[src/rtl/axi4_read_packetizer.sv]
// Cuts an AXI4-Stream from the read-data FIFO into packets of cfg_pkt_beats beats, with TLAST on the final beat.
// Optional feature: define PKTZR_TIMEOUT_EN to abort a stalled packet after TIMEOUT_CYCLES idle STREAM cycles.
module axi4_read_packetizer #(
  parameter int DATA_W         = 512,
  parameter int LEN_W          = 16,
  parameter int TIMEOUT_CYCLES = 1024
) (
  input  logic                clk,
  input  logic                rst_n,
  input  logic [LEN_W-1:0]    cfg_pkt_beats,
  input  logic                cfg_start,
  output logic                busy,
  output logic                pkt_done,
  output logic [LEN_W-1:0]    beat_count,
  output logic                timeout_err,
  output logic [1:0]          dbg_state,
  input  logic [DATA_W-1:0]   S_AXIS_TDATA,
  input  logic [DATA_W/8-1:0] S_AXIS_TKEEP,
  input  logic                S_AXIS_TVALID,
  input  logic                S_AXIS_TLAST,
  output logic                S_AXIS_TREADY,
  output logic [DATA_W-1:0]   M_AXIS_TDATA,
  output logic [DATA_W/8-1:0] M_AXIS_TKEEP,
  output logic                M_AXIS_TVALID,
  output logic                M_AXIS_TLAST,
  input  logic                M_AXIS_TREADY
);

  typedef enum logic [1:0] {IDLE = 2'd0, STREAM = 2'd1, FINISH = 2'd2} state_t;

  state_t              state, state_nxt;
  logic [LEN_W-1:0]    len_q;
  logic [DATA_W-1:0]   mem_data [2];
  logic [DATA_W/8-1:0] mem_keep [2];
  logic [1:0]          mem_last;
  logic                rd_ptr, wr_ptr;
  logic [1:0]          count, count_nxt;
  logic                s_ready_q;
  logic                s_hs, m_hs, start_ok, last_beat, flush;
  logic                unused_tlast;

  // Handshakes: a beat transfers on a rising edge where VALID and READY are both 1;
  // VALID never waits on READY, and a raised VALID holds its payload until it transfers.
  assign s_hs          = S_AXIS_TVALID & s_ready_q;
  assign m_hs          = M_AXIS_TVALID & M_AXIS_TREADY;
  assign start_ok      = cfg_start && (cfg_pkt_beats != '0);
  assign last_beat     = (beat_count + LEN_W'(1)) == len_q;
  assign unused_tlast  = S_AXIS_TLAST;

  assign S_AXIS_TREADY = s_ready_q;
  assign M_AXIS_TVALID = (count != 2'd0);
  assign M_AXIS_TDATA  = mem_data[rd_ptr];
  assign M_AXIS_TKEEP  = mem_keep[rd_ptr];
  assign M_AXIS_TLAST  = M_AXIS_TVALID & mem_last[rd_ptr];
  assign busy          = (state != IDLE);
  assign dbg_state     = state;

`ifdef PKTZR_TIMEOUT_EN
  localparam int TO_W = $clog2(TIMEOUT_CYCLES + 1);
  logic [TO_W-1:0] idle_cnt;
  logic            to_err_q;

  assign flush       = (state == STREAM) && !s_hs && (idle_cnt == TO_W'(TIMEOUT_CYCLES - 1));
  assign timeout_err = to_err_q;

  always_ff @(posedge clk or negedge rst_n) begin
    if (!rst_n) begin
      idle_cnt <= '0;
      to_err_q <= 1'b0;
    end else begin
      if ((state == STREAM) && !s_hs) idle_cnt <= idle_cnt + TO_W'(1);
      else                            idle_cnt <= '0;
      if (flush) to_err_q <= 1'b1;
    end
  end
`else
  assign flush       = 1'b0;
  assign timeout_err = 1'b0;
`endif

  always_comb begin
    state_nxt = state;
    pkt_done  = 1'b0;
    unique case (state)
      IDLE:   if (start_ok) state_nxt = STREAM;
      STREAM: begin
        if (flush)                  state_nxt = IDLE;
        else if (s_hs && last_beat) state_nxt = FINISH;
      end
      FINISH: begin
        if (m_hs && M_AXIS_TLAST) begin
          pkt_done  = 1'b1;
          state_nxt = IDLE;
        end
      end
      default: state_nxt = IDLE;
    endcase
  end

  always_comb begin
    count_nxt = count;
    if (flush)               count_nxt = 2'd0;
    else if (s_hs && !m_hs)  count_nxt = count + 2'd1;
    else if (!s_hs && m_hs)  count_nxt = count - 2'd1;
  end

  always_ff @(posedge clk or negedge rst_n) begin
    if (!rst_n) begin
      state      <= IDLE;
      len_q      <= '0;
      beat_count <= '0;
      rd_ptr     <= 1'b0;
      wr_ptr     <= 1'b0;
      count      <= 2'd0;
      s_ready_q  <= 1'b0;
    end else begin
      state <= state_nxt;
      count <= count_nxt;
      // Ready is registered from next-cycle occupancy, so M_AXIS_TREADY never reaches it combinationally.
      s_ready_q <= (state_nxt == STREAM) && (count_nxt != 2'd2);
      if ((state == IDLE) && start_ok) begin
        len_q      <= cfg_pkt_beats;
        beat_count <= '0;
      end else if (s_hs && (beat_count != len_q)) begin
        beat_count <= beat_count + LEN_W'(1);
      end
      if (flush) begin
        rd_ptr <= 1'b0;
        wr_ptr <= 1'b0;
      end else begin
        if (s_hs) wr_ptr <= ~wr_ptr;
        if (m_hs) rd_ptr <= ~rd_ptr;
      end
    end
  end

  always_ff @(posedge clk) begin
    if (s_hs) begin
      mem_data[wr_ptr] <= S_AXIS_TDATA;
      mem_keep[wr_ptr] <= S_AXIS_TKEEP;
      mem_last[wr_ptr] <= last_beat;
    end
  end

endmodule

[config.mk]
export PLATFORM = sky130hd
export DESIGN_NAME = axi4_read_packetizer
export DESIGN_NICKNAME = d
export VERILOG_FILES = /design/src/rtl/axi4_read_packetizer.sv
export SDC_FILE = /design/constraint.sdc
export NUM_CORES = 1
export LEC_CHECK = 0
export ABC_AREA = 1
export BUFFER_PORTS_ARGS = -buffer_cell sky130_fd_sc_hd__buf_2
export CAP_MARGIN = 5
export CORE_AREA = 2 2 465 467
export CTS_BUF_LIST = sky130_fd_sc_hd__clkbuf_8 sky130_fd_sc_hd__clkbuf_16
export CTS_CLUSTER_DIAMETER = 200
export DETAILED_ROUTE_END_ITERATION = 10
export DIE_AREA = 0 0 467 469
export HOLD_SLACK_MARGIN = 0.03
export PLACE_DENSITY = 0.37
export SLEW_MARGIN = 20
export SYNTH_ARGS = -nofsm -noshare
export SYNTH_HDL_FRONTEND = slang
export SYNTH_SLANG_ARGS = --single-unit
[constraint.sdc]
create_clock -name clk -period 65.7 [get_ports clk]
set_clock_uncertainty 0.1 [all_clocks]
set_input_delay 3.285 -clock clk [delete_from_list [all_inputs] [get_ports clk]]
set_output_delay 3.285 -clock clk [all_outputs]
set_load 0.05 [all_outputs]
## Yosys cells after proc, flatten, opt, wreduce, memory -nomap -nowiden

Memories as Yosys holds them, arrays and structs flattened.
Index checks and enable logic that the tools add are counted.

- Add/subtract/negate cells: 3
- Magnitude comparators: 3
- Equality and inequality tests: 6
- Mux-type cells: 17
- Bitwise gates (word level): 5
- Reductions and logical operators: 16

Operators by type and width:

| operator | number |
|---|---|
| $mux W16 | 2 |
| $add A16 B1 Y16 const B | 1 |
| $eq A16 B16 Y1 | 1 |
| $ne A16 B16 Y1 | 1 |
| $reduce_bool A16 Y1 | 1 |
| $mux W2 | 5 |
| $logic_and A1 B1 Y1 | 9 |
| $mux W1 | 7 |
| $pmux W2 S3 | 1 |
| $reduce_bool A2 Y1 | 3 |
| $eq A2 B1 Y1 const B | 2 |
| $lt A1 B2 Y1 const B | 2 |
| $and A1 B1 Y1 | 3 |
| $add A2 B1 Y2 const B | 1 |
| $bwmux W2 | 1 |
| $eq A2 B2 Y1 const B | 1 |
| $logic_not A1 Y1 | 2 |
| $logic_not A2 Y1 | 1 |
| $ne A2 B2 Y1 const B | 1 |
| $not A1 Y1 | 2 |
| $sub A2 B1 Y2 const B | 1 |
| $demux W1 S1 | 1 |
| $ge A1 B1 Y1 const B | 1 |

- Bits in registers: 41
- Bits in writable memories: 1152
- Bits of input ports: 598
- Output and inout port bits: 600
- Logic and storage cells: 60
- Memories: 2

Memories:

| name | words | width | read ports | clocked after Yosys merged registers in | wr ports | line | source |
|---|---|---|---|---|---|---|---|
| mem_data | 2 | 512 | 1 | 0 | 1 | 33 | `logic [DATA_W-1:0] mem_data [2];` |
| mem_keep | 2 | 64 | 1 | 0 | 1 | 34 | `logic [DATA_W/8-1:0] mem_keep [2];` |

## Longest topological paths before layout

Gate-level depths: netlist of the first run.

- Depth after elaboration: 8
- Gate-level depth with buffers: 13
- Depth with buffers taken out: 13

## Worst setup path after synthesis of the first run

OpenSTA, ideal clock, no wires.

- Kind: input to register
- Start point: in S_AXIS_TVALID
- End point: mem mem_data[0][0] (enable)
- Arrival time: 27340 ps
- Required time: 64065 ps
- Slack: 36725 ps
- Stages on the path: 2
- Path buffers: 0
- Path through: nand2_1 nor2_1

- Longest elaborated chain between the ends: 3

Ends and longest elaborated chain:

| item | line | source |
|---|---|---|
| start: declaration | 19 | `input logic S_AXIS_TVALID,` |
| $and A1 B1 Y1 | 44 | `assign s_hs = S_AXIS_TVALID & s_ready_q;` |
| $mux W1 | 138 | `if (s_hs) begin` |
| $mux W1 (implied by the code) | 139 | `mem_data[wr_ptr] <= S_AXIS_TDATA;` |
| end: declaration | 33 |  |

No other way between the ends.

## Worst setup path after layout of the first run

- Start point: reg rd_ptr
- End point: out M_AXIS_TDATA[142]

- Longest elaborated chain between the ends: 1

Ends and longest elaborated chain:

| item | line | source |
|---|---|---|
| start: declaration | 36 | `logic rd_ptr, wr_ptr;` |
| start signal: assignment | 132 | `if (m_hs) rd_ptr <= ~rd_ptr;` |
| $mem_v2 Z2 W512 | -- |  |
| end: declaration | 22 | `output logic [DATA_W-1:0] M_AXIS_TDATA,` |

No other way between the ends.

==> results.sh, run 1 <==
export IMPL_outcome="finished clean"
export IMPL_grt_pass1_wl_um=224000
export IMPL_clk_latency_ps=780
export IMPL_critical_path_arrival_ps=5350
export IMPL_syn_nets=4011
export IMPL_rsz0062_at_grt="false"
export IMPL_crit_fanout=70
export IMPL_firstDrtPassIters=5
export IMPL_crit_end="M_AXIS_TDATA[142]"
export IMPL_finalCritPeriodShare_pct=13.3
export IMPL_synth_seq_cells=1193
export IMPL_post_cts_buffers=0
export IMPL_drtIter0Drc=1623
export IMPL_grt_pass1_vias=29000
export IMPL_fmax_mhz=115
export IMPL_whs_ps=392
export IMPL_r2r_end="mem_keep[0][48]$_DFFE_PP_"
export IMPL_dp_hpwl_um=117000
export IMPL_drv_cap=0
export IMPL_finalSetupTns_ps=0
export IMPL_total_power_uw=3230
export IMPL_p_leak_uw=0.0246
export IMPL_async_flop_share_pct=3.27
export IMPL_hold_depth=1
export IMPL_grtUsageMet3_pct=6.91
export IMPL_cp_startpoint="rd_ptr$_DFFE_PN0P_"
export IMPL_hold_path_class="flip-flop to flip-flop"
export IMPL_worstPathRequired_ps=62310
export IMPL_track_usage_pct=14.4
export IMPL_synth_flop_cell="edfxtp_1"
export IMPL_htree_levels=4
export IMPL_die_area_um2=219000
export IMPL_wirelength_um=164000
export IMPL_regToRegSetupSlack_ps=60590
export IMPL_fp_dieW_um=467
export IMPL_grt_start_max_net_pins=131
export IMPL_tightestPinTransition_ps=1100
export IMPL_die_h_um=469
export IMPL_place_inst=7341
export IMPL_finalHoldViolations=0
export IMPL_synthCells=3411
export IMPL_overflow=0
export IMPL_rr_startpoint="S_AXIS_TREADY$_DFF_PN0_"
export IMPL_synth_seq_area_share_pct=80.2
export IMPL_grtUsageMet1_pct=16.4
export IMPL_final_cells=7625
export IMPL_finalSetupViolations=0
export IMPL_busiest_layer="met2"
export IMPL_power_density_nw_per_um2=55.4
export IMPL_numCtsBuffers=146
export IMPL_dpl_cell_area_um2=53800
export IMPL_cp_start_kind="flip-flop"
export IMPL_use_met2_pct=24.0
export IMPL_ys_warn_count=0
export IMPL_crit_type="flip-flop to output port"
export IMPL_maxSlewHeadroom_pct=26.6
export IMPL_clk_pin_slew_ps=60
export IMPL_cts_tree="yes"
export IMPL_place_congestion=0.788
export IMPL_fin_area_um2=58300
export IMPL_syn_avg_cell_area_um2=13.0
export IMPL_ioPinCount=1198
export IMPL_synth_edff_count=1154
export IMPL_ctsResizeCount=0
export IMPL_r2r_cells=7
export IMPL_synth_distinct_cells=42
export IMPL_hold_buffers=0
export IMPL_nets=5251
export IMPL_start_util_pct=20.8
export IMPL_vias=29400
export IMPL_final_max_slew_violation_count=0
export IMPL_root_buffer="clkbuf_16"
export IMPL_antenna_found_initial=134
export IMPL_period_needed_ps=8730
export IMPL_endpoint_kind="output port"
export IMPL_vias_per_cell=3.86
export IMPL_cts_buffer_depth=3
export IMPL_portBuffers=1195
export IMPL_syn_area_um2=44400
export IMPL_row_count=170
export IMPL_area_growth_pct=31.1
export IMPL_ir_worst_vdd_uv=26.9
export IMPL_route_detailed_drc=0
export IMPL_ant_nets=0
export IMPL_avgRoutedWirePerCell_um=21.5
export IMPL_drive_gt1_share_pct=30.6
export IMPL_cts_sinks=1193
export IMPL_core_area_um2=214000
## synthesized netlist by cell type, types with 3 or more instances
master | n | area (um^2)
a21oi_1 | 11 | 55.1
buf_1 | 14 | 52.6
buf_2 | 4 | 20.0
clkbuf_1 | 118 | 443
dfrtp_1 | 39 | 976
edfxtp_1 | 1154 | 34700
inv_1 | 59 | 221
inv_2 | 3 | 11.3
nand2_1 | 1827 | 6860
nand2_2 | 9 | 56.3
nand3_1 | 53 | 265
nand3_2 | 3 | 30.0
nand4_1 | 9 | 56.3
nor2_1 | 30 | 113
nor2_2 | 3 | 18.8
nor2_4 | 5 | 56.3
nor3_1 | 3 | 15.0
nor4_1 | 7 | 43.8
o21ai_0 | 12 | 60.1
xnor2_1 | 4 | 35.0
xor2_1 | 18 | 158
## metal layers
metal,share of wire [%],wire (um),vias to the layer above
met5,0.26,427,-
met4,2.4,3940,68
met3,11,17400,353
met2,48,78500,1119
met1,39,63600,13900
li1,-,-,14000
## flip-flops by register name (all words and copies together), names as in the netlist
register	count
wr_ptr	1
S_AXIS_TREADY	1
beat_count	16
len_q	16
mem_data	1024
dbg_state	2
mem_last	2
count	2
rd_ptr	1
mem_keep	128
## logic make-up (layout without fill, tap and decap cells)
logic type	after synthesis	after routing	share of synthesized area [%]
XOR/XNOR	22	22	0.433
other	1	28	0.00844
AO/OA/AOI/OAI	33	33	0.453
AND/OR/NAND/NOR	1957	1957	17.1
multiplexers	1	1	0.0507
buffers and inverters	202	1551	1.75
flip-flops	1193	1193	80.2
adder cells (fa/ha/maj)	2	2	0.0563
## cell usage in the layout, fill, tap and decap left out, types with 12 or more instances in the layout
cell       count
buf_2       1194
buf_4         34
clkbuf_16    147
clkinv_1      28
clkinv_2      15
dfrtp_1       38
diode_2       27
edfxtp_1    1154
inv_1        100
nand2_1     1827
nand3_1       53
nor2_1        28
o21ai_0       12
xor2_1        18
## cell type report
| class | instances | area [um^2] |
|---|---|---|
| clock buffer | 147 | 3680 |
| fill | 22400 | 155000 |
| multi-input combinational | 2016 | 8050 |
| tap | 2838 | 3550 |
| timing repair buffer | 1231 | 6290 |
| sequential | 1193 | 35600 |
| antenna | 27 | 67.6 |
| clock inverter | 110 | 766 |
| inverter | 63 | 245 |
## worst max-delay path, stage by stage (launching register included)
cell and delay [ps]:
dfrtp_4 700, buf_4 690, buf_4 840, buf_4 720
buf_4 740, nand2_1 110, nand2_1 240, buf_2 330
## per-stage QoR
| step | setup slack [ps] | util (%) |
|---|---|---|
| after global placement | 57350 | 25.2 |
| after detailed placement | 57410 | 25.2 |
| after floorplan | 36720 | - |
| after CTS | 56650 | 27.2 |
| final | 56970 | 27.3 |
| after global routing | 56530 | 27.2 |
## worst min-delay path by stage
| stage | start | slack [ps] | to |
|---|---|---|---|
| finish | count[0]$_DFF_PN0_ | 390 | count[0]$_DFF_PN0_ |
| global route | count[0]$_DFF_PN0_ | 400 | count[0]$_DFF_PN0_ |
| CTS | count[0]$_DFF_PN0_ | 390 | count[0]$_DFF_PN0_ |
| detailed placement | count[0]$_DFF_PN0_ | 380 | count[0]$_DFF_PN0_ |
| global placement | count[0]$_DFF_PN0_ | 380 | count[0]$_DFF_PN0_ |
| floorplan | count[0]$_DFF_PN0_ | 360 | count[0]$_DFF_PN0_ |
## power breakdown
group / total, uW / switching, uW / internal [uW]
sequential: 1040 / 35.5 / 1000
combinational: 1440 / 1200 / 239
clock: 751 / 327 / 424
Power figures use the tool's default switching activity.
==> run 2: changes to the inputs <==
CORE_AREA = 2 2 473 475   (was 2 2 465 467)
DIE_AREA = 0 0 475 477   (was 0 0 467 469)
PLACE_DENSITY = 0.36   (was 0.37)
clock period = 8.2 ns   (was 65.7 ns; I/O delays follow)
==> run 2 against run 1 <==
  * Sequential cell count did not move
  * Via count up 7.1%
  * Global-route usage up 0.15 points
  * Critical endpoint is now M_AXIS_TDATA[375]
  * Total power grew to 8.1 times the previous value
  * Final area grew 11%
  * Register-to-register slack worse by 55000 ps
==> results.sh, run 2 (synthesized netlist as in run 1, its figures left out) <==
export IMPL_hold_path_class="primary input to flip-flop"
export IMPL_cts_sinks=1193
export IMPL_dpl_cell_area_um2=54000
export IMPL_slowest_delay_ps=710
export IMPL_crit_chain="inv_8, buf_12, nand2_1, nand2_1, buf_2"
export IMPL_die_h_um=477
export IMPL_row_count=173
export IMPL_final_max_slew_violation_count=0
export IMPL_fin_area_um2=64500
export IMPL_root_buffer="clkbuf_16"
export IMPL_fmax_mhz=228
export IMPL_cp_start_kind="flip-flop"
export IMPL_overflow=0
export IMPL_start_util_pct=20.1
export IMPL_postLayoutSetupSlackWorst_ps=3820
export IMPL_final_cell_mix="nand2_1 (1826), buf_2 (1195), edfxtp_1 (1154)"
export IMPL_ctsResizeCount=0
export IMPL_p_sw_uw=12600
export IMPL_place_inst=7472
export IMPL_post_cts_buffers=0
export IMPL_wirelength_um=170000
export IMPL_die_area_um2=227000
export IMPL_maxSlewHeadroom_pct=18.4
export IMPL_area_growth_pct=45.1
export IMPL_switching_share_pct=48.1
export IMPL_place_ws_ps=4490
export IMPL_drive_gt1_share_pct=27.1
export IMPL_final_common_cell="nand2_1"
export IMPL_endpoint_kind="output port"
export IMPL_cpMostUsedCell="nand2_1"
export IMPL_rsz0062_at_grt="false"
export IMPL_finalSetupViolations=0
export IMPL_dp_hpwl_um=121000
export IMPL_top_register="mem_data"
export IMPL_crit_type="flip-flop to output port"
export IMPL_avgRoutedWirePerCell_um=20.4
export IMPL_ir_worst_vdd_uv=328
export IMPL_finalHoldViolations=0
export IMPL_ioPinCount=1198
export IMPL_finalCritPeriodShare_pct=53.4
export IMPL_route_detailed_drc=0
export IMPL_critical_path_arrival_ps=3870
export IMPL_crit_fanout=158
export IMPL_numCtsBuffers=146
export IMPL_comb_power_share_pct=45.1
export IMPL_cpMaxStageDelayCell="dfrtp_4"
export IMPL_antenna_found_initial=64
export IMPL_p_leak_uw=0.0271
export IMPL_worstPathRequired_ps=7690
export IMPL_clk_pin_slew_ps=60
export IMPL_largest_reg_flops=1024
export IMPL_grt_start_max_net_pins=159
export IMPL_cts_tree="yes"
export IMPL_drtIter0Drc=1564
export IMPL_core_area_um2=221000
export IMPL_vias=31500
export IMPL_period_needed_ps=4380
export IMPL_portBuffers=1195
export IMPL_grt_pass1_vias=31900
export IMPL_final_cells=8338
export IMPL_htree_levels=4
export IMPL_cts_buffer_depth=3
export IMPL_reg_largest_list="mem_data: 1024 flops, mem_keep: 128 flops"
export IMPL_tightestPinTransition_ps=1220
export IMPL_fp_dieW_um=475
export IMPL_pwr_share_clk_pct=23.1
export IMPL_place_congestion=0.792
export IMPL_firstDrtPassIters=5
export IMPL_track_usage_pct=14.6
export IMPL_nets=5840
export IMPL_vias_per_cell=3.78
export IMPL_outcome="finished clean"
export IMPL_power_density_nw_per_um2=407
export IMPL_ant_nets=0
export IMPL_seqPwrFrac_pct=31.8
export IMPL_grt_pass1_wl_um=237000
export IMPL_hold_buffers=595
export IMPL_clk_latency_ps=790
export IMPL_drv_cap=0
export IMPL_internal_power_uw=13600
[run 2: cell type report]
| type | count | area [um^2] |
|---|---|---|
| Tap cell | 2975 | 3720 |
| Clock buffer | 151 | 3760 |
| Fill cell | 23000 | 157000 |
| Inverter | 63 | 245 |
| Sequential cell | 1193 | 35600 |
| Clock inverter | 98 | 702 |
| Timing Repair Buffer | 1820 | 12300 |
| Multi-Input combinational cell | 2016 | 8060 |
| Antenna cell | 22 | 55.1 |
[run 2: stage by stage]
step	TNS, ps	total power (uW)	hold slack (ps)	util, %
after floorplan	-1794600	16700	14.4	-
after global placement	0	20400	380	24.4
after detailed placement	0	20300	381	24.4
after CTS	0	26800	118	29.1
after global routing	0	27600	177	29.1
final	0	26200	215	29.1
[run 2: routing by layer]
layer | wire [um] | share of wire (%) | track usage (%)
met1 | 67600 | 40 | 16.9
met2 | 80500 | 47 | 24.1
met5 | 317 | 0.19 | 0
met4 | 4850 | 2.8 | 4.57
met3 | 16800 | 9.9 | 6.30
[run 2: final timing paths]
kind | from | endpoint | slack, ps | cells past startpoint
worst max-delay path | rd_ptr$_DFFE_PN0P_ | M_AXIS_TDATA[375] | 3820 | 5
worst min-delay path | cfg_start | dbg_state[0]$_DFF_PN0_ | 220 | 4
worst max register to register | S_AXIS_TREADY$_DFF_PN0_ | mem_keep[0][35]$_DFFE_PP_ | 5120 | 4
worst min register to register | count[0]$_DFF_PN0_ | count[0]$_DFF_PN0_ | 390 | 1
max in group asynchronous | rst_n | rd_ptr$_DFFE_PN0P_ | 6980 | 2
min in group asynchronous | rst_n | beat_count[4]$_DFFE_PN0P_ | 270 | 2
[run 2: power groups by stage]
| stage | registers, uW | logic, uW | clock network, uW |
|---|---|---|---|
| final | 8340 | 11800 | 6060 |
| after global routing | 8450 | 12600 | 6510 |
| after CTS | 8350 | 12200 | 6310 |
| after detailed placement | 8470 | 11900 | 0 |
| after floorplan | 8810 | 7880 | 0 |
| after global placement | 8460 | 11900 | 0 |
[run 2: critical path: cells and delay by family (launching register included)]
kind,cells,cell delay (ps)
flops,1,710
simple gates,2,500
buf+inv,3,1620
